<file path="config.mk">
export PLATFORM = sky130hd
export DESIGN_NAME = trig_capture
export DESIGN_NICKNAME = d
export VERILOG_FILES = /design/src/rtl/scope_pkg.sv /design/src/rtl/trig_detect.sv /design/src/rtl/trig_capture.sv
export SDC_FILE = /design/constraint.sdc
export NUM_CORES = 1
export LEC_CHECK = 0
export CAP_MARGIN = 15
export CORE_ASPECT_RATIO = 1.1
export CORE_UTILIZATION = 25
export DETAILED_ROUTE_END_ITERATION = 12
export GPL_TIMING_DRIVEN = 0
export PLACE_DENSITY_LB_ADDON = 0.15
export SYNTH_ARGS = -nofsm -noshare
export SYNTH_HDL_FRONTEND = slang
export SYNTH_SLANG_ARGS = --single-unit
</file>
<file path="constraint.sdc">
create_clock -name clk -period 4.08 [get_ports clk]
set_input_delay 0.816 -clock clk [delete_from_list [all_inputs] [get_ports clk]]
set_output_delay 0.816 -clock clk [all_outputs]
set_load 0.1 [all_outputs]
</file>
<file path="src/rtl/scope_pkg.sv">
`default_nettype none
// ============================================================================
// Module      : scope_pkg
// Description : Shared types and constants for the scope capture path.
//               Capture FSM state type, status-word bit positions (also
//               used by the SPI read map) and trigger edge encodings.
// Revision    : 1.0 - initial release
// ============================================================================
package scope_pkg;

    typedef enum logic [2:0] {
        IDLE = 3'd0,
        PRE  = 3'd1,
        WAIT = 3'd2,
        POST = 3'd3,
        DONE = 3'd4
    } state_t;

    // Status word bit positions
    localparam int c_STAT_DONE = 15;
    localparam int c_STAT_BUSY = 14;
    localparam int c_STAT_WAIT = 13;

    // Trigger edge select encodings
    localparam logic EDGE_RISE = 1'b0;
    localparam logic EDGE_FALL = 1'b1;

endpackage
`default_nettype wire

</file>
<file path="src/rtl/trig_detect.sv">
`default_nettype none
// ============================================================================
// Module      : trig_detect
// Description : Edge/level trigger comparator. Remembers the previous
//               accepted sample and flags a threshold crossing between it
//               and the current sample.
//   clk, rst      : clock, synchronous active-high reset
//   i_clr         : arm pulse; forgets the previous sample
//   i_accept      : current sample is accepted (becomes the new previous)
//   i_edge_sel    : EDGE_RISE / EDGE_FALL
//   i_sample      : current sample
//   i_level       : unsigned threshold
//   o_hit         : combinational crossing flag for the current sample
// Revision    : 1.0 - initial release
// ============================================================================
module trig_detect
    import scope_pkg::*;
#(
    parameter int DATA_W = 8
) (
    input  logic              clk,
    input  logic              rst,
    input  logic              i_clr,
    input  logic              i_accept,
    input  logic              i_edge_sel,
    input  logic [DATA_W-1:0] i_sample,
    input  logic [DATA_W-1:0] i_level,
    output logic              o_hit
);

    logic [DATA_W-1:0] r_prev;
    logic              r_prev_vld;

    always_ff @(posedge clk) begin
        if (rst) begin
            r_prev     <= '0;
            r_prev_vld <= 1'b0;
        end else if (i_clr) begin
            // Stale sample from the previous frame must never form an edge.
            r_prev_vld <= 1'b0;
        end else if (i_accept) begin
            r_prev     <= i_sample;
            r_prev_vld <= 1'b1;
        end
    end

    always_comb begin
        o_hit = 1'b0;
        if (r_prev_vld) begin
            if (i_edge_sel == EDGE_FALL) begin
                o_hit = (r_prev > i_level) && (i_sample <= i_level);
            end else if (i_edge_sel == EDGE_RISE) begin
                o_hit = (r_prev < i_level) && (i_sample >= i_level);
            end
        end
    end

endmodule
`default_nettype wire

</file>
<file path="src/rtl/trig_capture.sv">
`default_nettype none
// ============================================================================
// Module      : trig_capture
// Description : Oscilloscope capture controller. Decimates ADC samples,
//               waits for an edge (or forced) trigger after a pre-trigger
//               fill, and writes one frame into an external circular RAM.
//   clk, rst             : clock, synchronous active-high reset
//   adc_data/adc_valid   : sample stream
//   cfg_arm/cfg_force    : single-cycle control pulses
//   cfg_edge/level/pretrig/decim : configuration, latched on cfg_arm
//   wr_en/wr_addr/wr_data: capture RAM write port (1 clk latency)
//   trig_addr            : RAM address of the trigger sample
//   busy/done/status     : progress flags and SPI status word
// Revision    : 1.0 - initial release
// ============================================================================
module trig_capture
    import scope_pkg::*;
#(
    parameter int DATA_W = 8,
    parameter int ADDR_W = 10
) (
    input  logic              clk,
    input  logic              rst,
    input  logic [DATA_W-1:0] adc_data,
    input  logic              adc_valid,
    input  logic              cfg_arm,
    input  logic              cfg_force,
    input  logic              cfg_edge,
    input  logic [DATA_W-1:0] cfg_level,
    input  logic [ADDR_W-1:0] cfg_pretrig,
    input  logic [15:0]       cfg_decim,
    output logic              wr_en,
    output logic [ADDR_W-1:0] wr_addr,
    output logic [DATA_W-1:0] wr_data,
    output logic [ADDR_W-1:0] trig_addr,
    output logic              busy,
    output logic              done,
    output logic [15:0]       status
);

    localparam logic [ADDR_W-1:0] c_ONE = ADDR_W'(1);
    localparam logic [ADDR_W-1:0] c_MAX = {ADDR_W{1'b1}};

    state_t            r_state, w_state_nxt;
    logic [ADDR_W-1:0] r_cnt, w_cnt_nxt;
    logic [ADDR_W-1:0] r_pre, r_wptr, r_wr_addr, r_trig_addr;
    logic [DATA_W-1:0] r_level, r_wr_data;
    logic [15:0]       r_decim, r_dcnt;
    logic              r_edge, r_pend, r_busy, r_done, r_wr_en;
    logic [ADDR_W-1:0] w_pretrig;
    logic              w_capturing, w_accept, w_hit, w_trigger;

    // An ADDR_W-bit pretrig can never exceed DEPTH-1, so the clamp is free.
    assign w_pretrig   = cfg_pretrig;

    assign w_capturing = (r_state == PRE) || (r_state == WAIT) || (r_state == POST);
    // A sample coincident with arm belongs to no frame and is dropped.
    assign w_accept    = adc_valid && !cfg_arm && w_capturing && (r_dcnt == 16'd0);
    assign w_trigger   = w_accept && (r_state == WAIT) && (r_pend || w_hit);

    trig_detect #(
        .DATA_W (DATA_W)
    ) u_trig_detect (
        .clk        (clk),
        .rst        (rst),
        .i_clr      (cfg_arm),
        .i_accept   (w_accept),
        .i_edge_sel (r_edge),
        .i_sample   (adc_data),
        .i_level    (r_level),
        .o_hit      (w_hit)
    );

    // ---------------- FSM ----------------
    always_ff @(posedge clk) begin
        if (rst) begin
            r_state <= IDLE;
            r_cnt   <= '0;
        end else begin
            r_state <= w_state_nxt;
            r_cnt   <= w_cnt_nxt;
        end
    end

    // r_cnt counts remaining pre-trigger samples in PRE and remaining
    // post-trigger samples in POST.
    always_comb begin
        w_state_nxt = r_state;
        w_cnt_nxt   = r_cnt;
        if (cfg_arm) begin
            w_cnt_nxt   = w_pretrig;
            w_state_nxt = (w_pretrig == '0) ? WAIT : PRE;
        end else if (w_accept) begin
            unique case (r_state)
                PRE: begin
                    w_cnt_nxt = r_cnt - c_ONE;
                    if (r_cnt == c_ONE) w_state_nxt = WAIT;
                end
                WAIT: begin
                    if (w_trigger) begin
                        // DEPTH - P - 1 equals the bitwise inverse of P.
                        w_cnt_nxt   = ~r_pre;
                        w_state_nxt = (r_pre == c_MAX) ? DONE : POST;
                    end
                end
                POST: begin
                    w_cnt_nxt = r_cnt - c_ONE;
                    if (r_cnt == c_ONE) w_state_nxt = DONE;
                end
                default: ;
            endcase
        end
    end

    // ---------------- Datapath ----------------
    always_ff @(posedge clk) begin
        if (rst) begin
            r_edge      <= 1'b0;
            r_level     <= '0;
            r_decim     <= '0;
            r_pre       <= '0;
            r_dcnt      <= '0;
            r_wptr      <= '0;
            r_pend      <= 1'b0;
            r_wr_en     <= 1'b0;
            r_wr_addr   <= '0;
            r_wr_data   <= '0;
            r_trig_addr <= '0;
            r_busy      <= 1'b0;
            r_done      <= 1'b0;
        end else if (cfg_arm) begin
            r_edge      <= cfg_edge;
            r_level     <= cfg_level;
            r_decim     <= cfg_decim;
            r_pre       <= w_pretrig;
            r_dcnt      <= cfg_decim;
            r_wptr      <= '0;
            r_pend      <= 1'b0;
            r_wr_en     <= 1'b0;
            r_wr_addr   <= '0;
            r_trig_addr <= '0;
            r_busy      <= 1'b1;
            r_done      <= 1'b0;
        end else begin
            r_wr_en <= w_accept;
            if (adc_valid && w_capturing) begin
                r_dcnt <= (r_dcnt == 16'd0) ? r_decim : (r_dcnt - 16'd1);
            end
            if (w_accept) begin
                r_wr_addr <= r_wptr;
                r_wr_data <= adc_data;
                r_wptr    <= r_wptr + c_ONE;
            end
            if (w_trigger) begin
                r_trig_addr <= r_wptr;
                r_pend      <= 1'b0;
            end else if (cfg_force && (r_state == WAIT)) begin
                r_pend <= 1'b1;
            end
            // State enters DONE with the final write still pending on the
            // RAM port; flags change one cycle later, after that write.
            if (r_state == DONE) begin
                r_busy <= 1'b0;
                r_done <= 1'b1;
            end
        end
    end

    assign wr_en     = r_wr_en;
    assign wr_addr   = r_wr_addr;
    assign wr_data   = r_wr_data;
    assign trig_addr = r_trig_addr;
    assign busy      = r_busy;
    assign done      = r_done;

    // Flags are written last so they take precedence at ADDR_W = 14.
    always_comb begin
        status               = '0;
        status[ADDR_W-1:0]   = r_trig_addr;
        status[c_STAT_DONE]  = r_done;
        status[c_STAT_BUSY]  = r_busy;
        status[c_STAT_WAIT]  = (r_state == WAIT);
    end

endmodule
`default_nettype wire

</file>
Word level (Yosys, flattened, before mapping). Index checks and enable logic that the tools add are counted.

Register bits: 107. Output and inout bits: 47. Logic and storage cells: 79. Input bits: 48.

Equal/unequal tests: 9. Reductions and logical operators: 26. Muxes and demuxes: 19. Magnitude comparators: 4. Add/subtract/negate cells: 3. Bitwise logic cells: 2.

Operator list (count): 16-bit two-way mux (3); 10-bit two-way mux (3); 10-bit one-hot mux with 2 select lines (1); 3-bit two-way mux (6); 16-bit logical NOT (1); 16-bit by 1-bit subtractor with 16-bit output, second input constant (1); 10-bit by 1-bit adder with 10-bit output, second input constant (1); 10-bit by 1-bit equality test with 1-bit output, second input constant (1); 10-bit equality test, second input constant (1); 10-bit logical NOT (1); 10-bit inverter (1); 10-bit by 1-bit subtractor with 10-bit output, second input constant (1); 1-bit logical AND (9); 3-bit by 2-bit != test with 1-bit output, second input constant (3); 3-bit one-hot mux with 3 select lines (1); 8-bit >= comparator (1); 8-bit greater-than comparator (1); 8-bit <= comparator (1); 8-bit less-than comparator (1); 3-bit by 2-bit equality test with 1-bit output, second input constant (2); 2-bit nonzero test (3); 5-bit AND reduction (1); 1-bit two-way mux (4); 4-bit nonzero test (1); other kinds (11) (14).

Longest topological paths before layout. Gate-level depths: netlist of run 1.

Depth after elaboration: 11. Mapped depth: 10. Gate-level depth less buffers: 8.

By module. Synthesis of run 1 repeated with hierarchy kept, for this count alone.

Cell total of the unflattened synthesis: 676. Area total of the unflattened synthesis: 5851.9 um^2.

Modules (own cells, without submodules): trig_capture (area each 5126.2 um^2, instances 1, sequential area each 2122.0 um^2, cells each 591); trig_detect (area each 725.7 um^2, instances 1, sequential area each 180.2 um^2, cells each 85).

Worst setup path after synthesis of run 1. OpenSTA, ideal clock, no wires.

Path type: register to register. Start point: register r_state[2]. End point: register r_trig_addr[6], in the netlist trig_addr[6]. Setup slack: 0.081 ns. Setup time: 0.143 ns. Buffers on the path: 1. Arrival: 3.856 ns. Stages on the path, launching flop included: 5. Clock period less this slack: 3.999 ns. Path through: dfxtp_1 > clkbuf_1 > nor3b_1 > o311ai_0 > mux2i_1.

Cells in the longest elaborated chain, start to end: 7. Elaborated cells between the ends (all ways): 9. Those cells by class: 3 x eq/ne; 6 x reduce/logical.

Ends and longest elaborated chain: start, declared (line trig_capture.sv:44) `state_t r_state, w_state_nxt;`; start signal, assigned (line trig_capture.sv:80) `r_state <= w_state_nxt;`; 3-bit by 2-bit equality test with 1-bit output (*); net status[13] (line trig_capture.sv:38) `output logic [15:0] status`; 1-bit logical OR (2 in series) (line trig_capture.sv:56) `assign w_capturing = (r_state == PRE) || (r_state == WAIT) || (r_state == POST);`; 1-bit logical AND (2 in series) (line trig_capture.sv:58) `assign w_accept = adc_valid && !cfg_arm && w_capturing && (r_dcnt == 16'd0);`; 1-bit logical AND (*) (2 in series) (line trig_capture.sv:59) `assign w_trigger = w_accept && (r_state == WAIT) && (r_pend || w_hit);`; end signal, assigned (line trig_capture.sv:155) `r_trig_addr <= r_wptr;`; end, declared (line trig_capture.sv:46) `logic [ADDR_W-1:0] r_pre, r_wptr, r_wr_addr, r_trig_addr;`.

Mark *: on every way through the listed nets, which the timed path passes. The rest lies on a longest branch. A chain may end at the register's enable or synchronous reset.

Worst setup path in the final report of run 1.
Start point: register r_state[2]. End point: output port status[13].

Cells in the longest elaborated chain, start to end: 1.

Ends and longest elaborated chain: 3-bit by 2-bit equality test with 1-bit output (line trig_capture.sv:182) `status[c_STAT_WAIT] = (r_state == WAIT);`; end, declared (line trig_capture.sv:38).

No other way between the ends.

==> run metrics, run 1 <==
Critical Path RT around 3.3 ns; cell area after synthesis 0.00570 mm^2; clock sink count between 100 and 150; vias in the first global route 5387; Worst Setup SP r_state[2]; CP max stage cell clkdlybuf4s50_1; crit start category flop; Synth area leaders dfxtp_1 38%, mux2i_1 7.7%, nand2_1 6.6%, a21oi_1 6.2%, ha_1 4.6%; Post-DP HPWL around 14 mm; Finished Cell Area around 0.0073 mm^2; Tmin final 3.69 ns; die area between 0.02 and 0.025 mm^2; diode count 0; total gr overflow 0; Hold Path Class flop to flop; Synth top area share 0.376; met1 Usage GRT 0.197; gr usage total 0.163; crit path capture type output port; switch share 0.290; Final GP Congestion just under 0.8; core area between 0.02 and 0.025 mm^2; Post-synth EDFFs 0; Crit Path Class flop to output port; Initial Util 0.256; fin crit share 0.904; pre-CTS setup slack between 0.2 and 0.25 ns; DR DRC count 0; R2R setup slack slightly above 1 ns; post-synthesis register bit count between 100 and 150; routed length per instance approximately 17 um; Logic pwr share 0.175; Reg-to-Reg Start r_level[6]; Final WS setup 0.393 ns; status complete, no violations; WL final 18.5 mm; GRT busiest layer met2; Hold Crit Start wr_addr[3]; share of cells above drive strength 1 0.0632; Final Max Tran Viols 0; LEAKAGE between 2 and 3 nW; Final Core Density 0.328; power share of the clock group 0.383; syn avg cell area 8.35 um^2; Die Height between 150 and 200 um; Seq pwr share 0.442; met2 Usage GRT 0.283; Setup TNS 0 ns; Final ANT Viol Nets 0; Nets 855; part of the Yosys area used for sequential elements 0.376; reg-to-reg critical path endpoint r_cnt[1]; count leader, synth dfxtp_1; RSZ-0062 raised after global routing no; asr flop ratio synth 0; IO Port Bufs 90; multi-input logic area roughly 0.0032 mm^2; top cells by count, synth 107 x dfxtp_1, 100 x nand2_1, 71 x a21oi_1, 53 x nor2_1, 44 x mux2i_1; Longest Clk Path Bufs 2; io pins 95; synth-to-layout area growth 28.1%; Hold Fails Final Rpt 0; flip-flop and latch area 0.00214 mm^2; CTS resizes 0; Stages on worst setup path 3; root buf cell clkbuf_16; CP endpoint status[13]; largest net degree at the start of global routing 18; Cell Chain, Critical Path clkbuf_1 -> nor3b_1 -> clkdlybuf4s50_1; critical path arrival ~2.9 ns; CP bufs+invs 2; later-pin clock latency in the skew report roughly 0.36 ns; YS warnings 0; number of setup buffers added after CTS 0; die width ~150 um; initial antenna violation count 0; Initial DRT Pass Iterations 4; Switching Power around 740 uW; max incr delay on CP between 1 and 1.5 ns; row count between 50 and 60; Post-synth top flop dfxtp_1; setup violators final 0; Top Family by Delay on Critical Path buffers and inverters; Worst-Margin Slew 1.16 ns; # Max-Cap Violations 0; H-tree depth 3; total power divided by cell area between 300 and 400 mW/mm^2; met3 Use GR 0.0403; vias approximately 5200; r2r worst-path depth 8; CP Max Fanout 7; count of different cell masters after synthesis 67; CTS Hold Bufs 0; global-route wire length before repair between 20 and 30 mm; fillers around 2400; CTS tree built; Int Power 1.81 mW; via/cell ratio between 4 and 5; worst vdd ir around 0.00018 V; TritonCTS Buffers 9; Worst-path clk slew approximately 0.08 ns; initial detailed-routing violation count around 240; cell taking the most area after synthesis dfxtp_1; Synth Instances approximately 680; skew final roughly 0.011 ns; max_slew headroom 0.226; Fmax achieved around 270 MHz; Post-DP Area 0.00698 mm^2
worst min-delay path, stage by stage (launching register included):
cell,delay (ns)
dfxtp_1,0.32
nand2_1,0.05
a21oi_1,0.05
per-layer routing:
layer	wire length, um	part of all wire	vias to the layer above
met5	0	0	-
met4	345	0.019	0
met3	877	0.047	20
met2	8940	0.48	131
met1	8350	0.45	2431
li1	-	-	2629
placed cells by master, fill, tap and decap left out, types with 4 or more instances in the layout:
cell / netlist / layout
o21ai_0: 13 / 13
nand2_1: 100 / 100
a211oi_1: 4 / 4
buf_2: 3 / 4
nand2b_1: 8 / 8
buf_1: 5 / 5
xor2_1: 9 / 9
nor4_1: 9 / 9
clkbuf_16: 0 / 9
a21oi_1: 71 / 71
dfxtp_1: 107 / 107
nand3_1: 8 / 8
nor2_1: 53 / 53
o31ai_1: 4 / 4
or3_1: 4 / 4
buf_4: 16 / 16
clkbuf_1: 28 / 29
or4_1: 7 / 7
a21o_1: 5 / 5
clkdlybuf4s50_1: 0 / 90
o2bb2ai_1: 4 / 4
ha_1: 21 / 21
nand4_1: 9 / 9
xnor2_1: 10 / 10
nor3b_1: 5 / 5
o211ai_1: 11 / 11
inv_1: 26 / 26
a211o_1: 9 / 9
o211a_1: 6 / 6
mux2i_1: 44 / 44
nor2b_1: 5 / 5
nor3_1: 13 / 13
sequential cells by signal, indices dropped and copies added (netlist names), 8 cells and up:
signal	cells
r_level	8
r_wptr	10
wr_addr	10
r_decim	16
trig_addr	10
r_dcnt	16
r_cnt	10
r_pre	10
wr_data	8
per-stage QoR:
stage,hold WS [ns],power (mW),cells
3_3_place_gp,0.454,1.59,1069
4_1_cts,0.466,2.58,1086
6_report,0.464,2.54,1086
2_1_floorplan,0.442,1.43,684
3_5_place_dp,0.453,1.59,1070
5_1_grt,0.496,2.66,1086
power by group through the flow:
stage	Combinational [mW]	Sequential, mW	Clock [mW]
floorplan	0.290	1.14	0
global route	0.489	1.13	1.04
CTS	0.447	1.12	1.00
detailed placement	0.445	1.15	0
finish	0.444	1.13	0.975
global placement	0.445	1.15	0
layout make-up:
type / count / share of cell area
buffer: 53 / 0.0370
clock buffer: 10 / 0.0314
clock inverter: 6 / 0.0120
inverter: 26 / 0.0134
multi-input combinational: 498 / 0.438
sequential: 107 / 0.294
tap: 295 / 0.0506
timing repair buffer: 91 / 0.124
kinds of logic (layout without fill, tap and decap cells):
logic type / Yosys count / in the layout / synth area share
adder cells (fa/ha/maj): 21 / 21 / 0.0461
flip-flops: 107 / 107 / 0.376
buffers and inverters: 79 / 186 / 0.0646
AO/OA/AOI/OAI: 173 / 173 / 0.206
AND/OR/NAND/NOR: 236 / 236 / 0.197
other: 1 / 3 / 0.000658
XOR/XNOR: 19 / 19 / 0.0292
multiplexers: 46 / 46 / 0.0813
worst min-delay path by stage:
stage | cells after the start | to
6_report | 2 | wr_addr[3]
5_1_grt | 2 | r_decim[13]
4_1_cts | 2 | r_decim[15]
3_5_place_dp | 2 | wr_addr[5]
3_3_place_gp | 2 | wr_addr[3]
2_1_floorplan | 2 | r_decim[15]
Note: power is estimated with default switching activity, not from simulation.
==> run 2: changes to the inputs <==
Settings changed: GPL_ROUTABILITY_DRIVEN from default to 0.
==> results of run 2 <==
No change in the layout: final DEF, timing and power equal those of run 1.
==> run 3: changes to the inputs <==
Settings changed: CTS_CLUSTER_DIAMETER from default to 30.
==> results of run 3 <==
No change in the layout: final DEF, timing and power equal those of run 1.
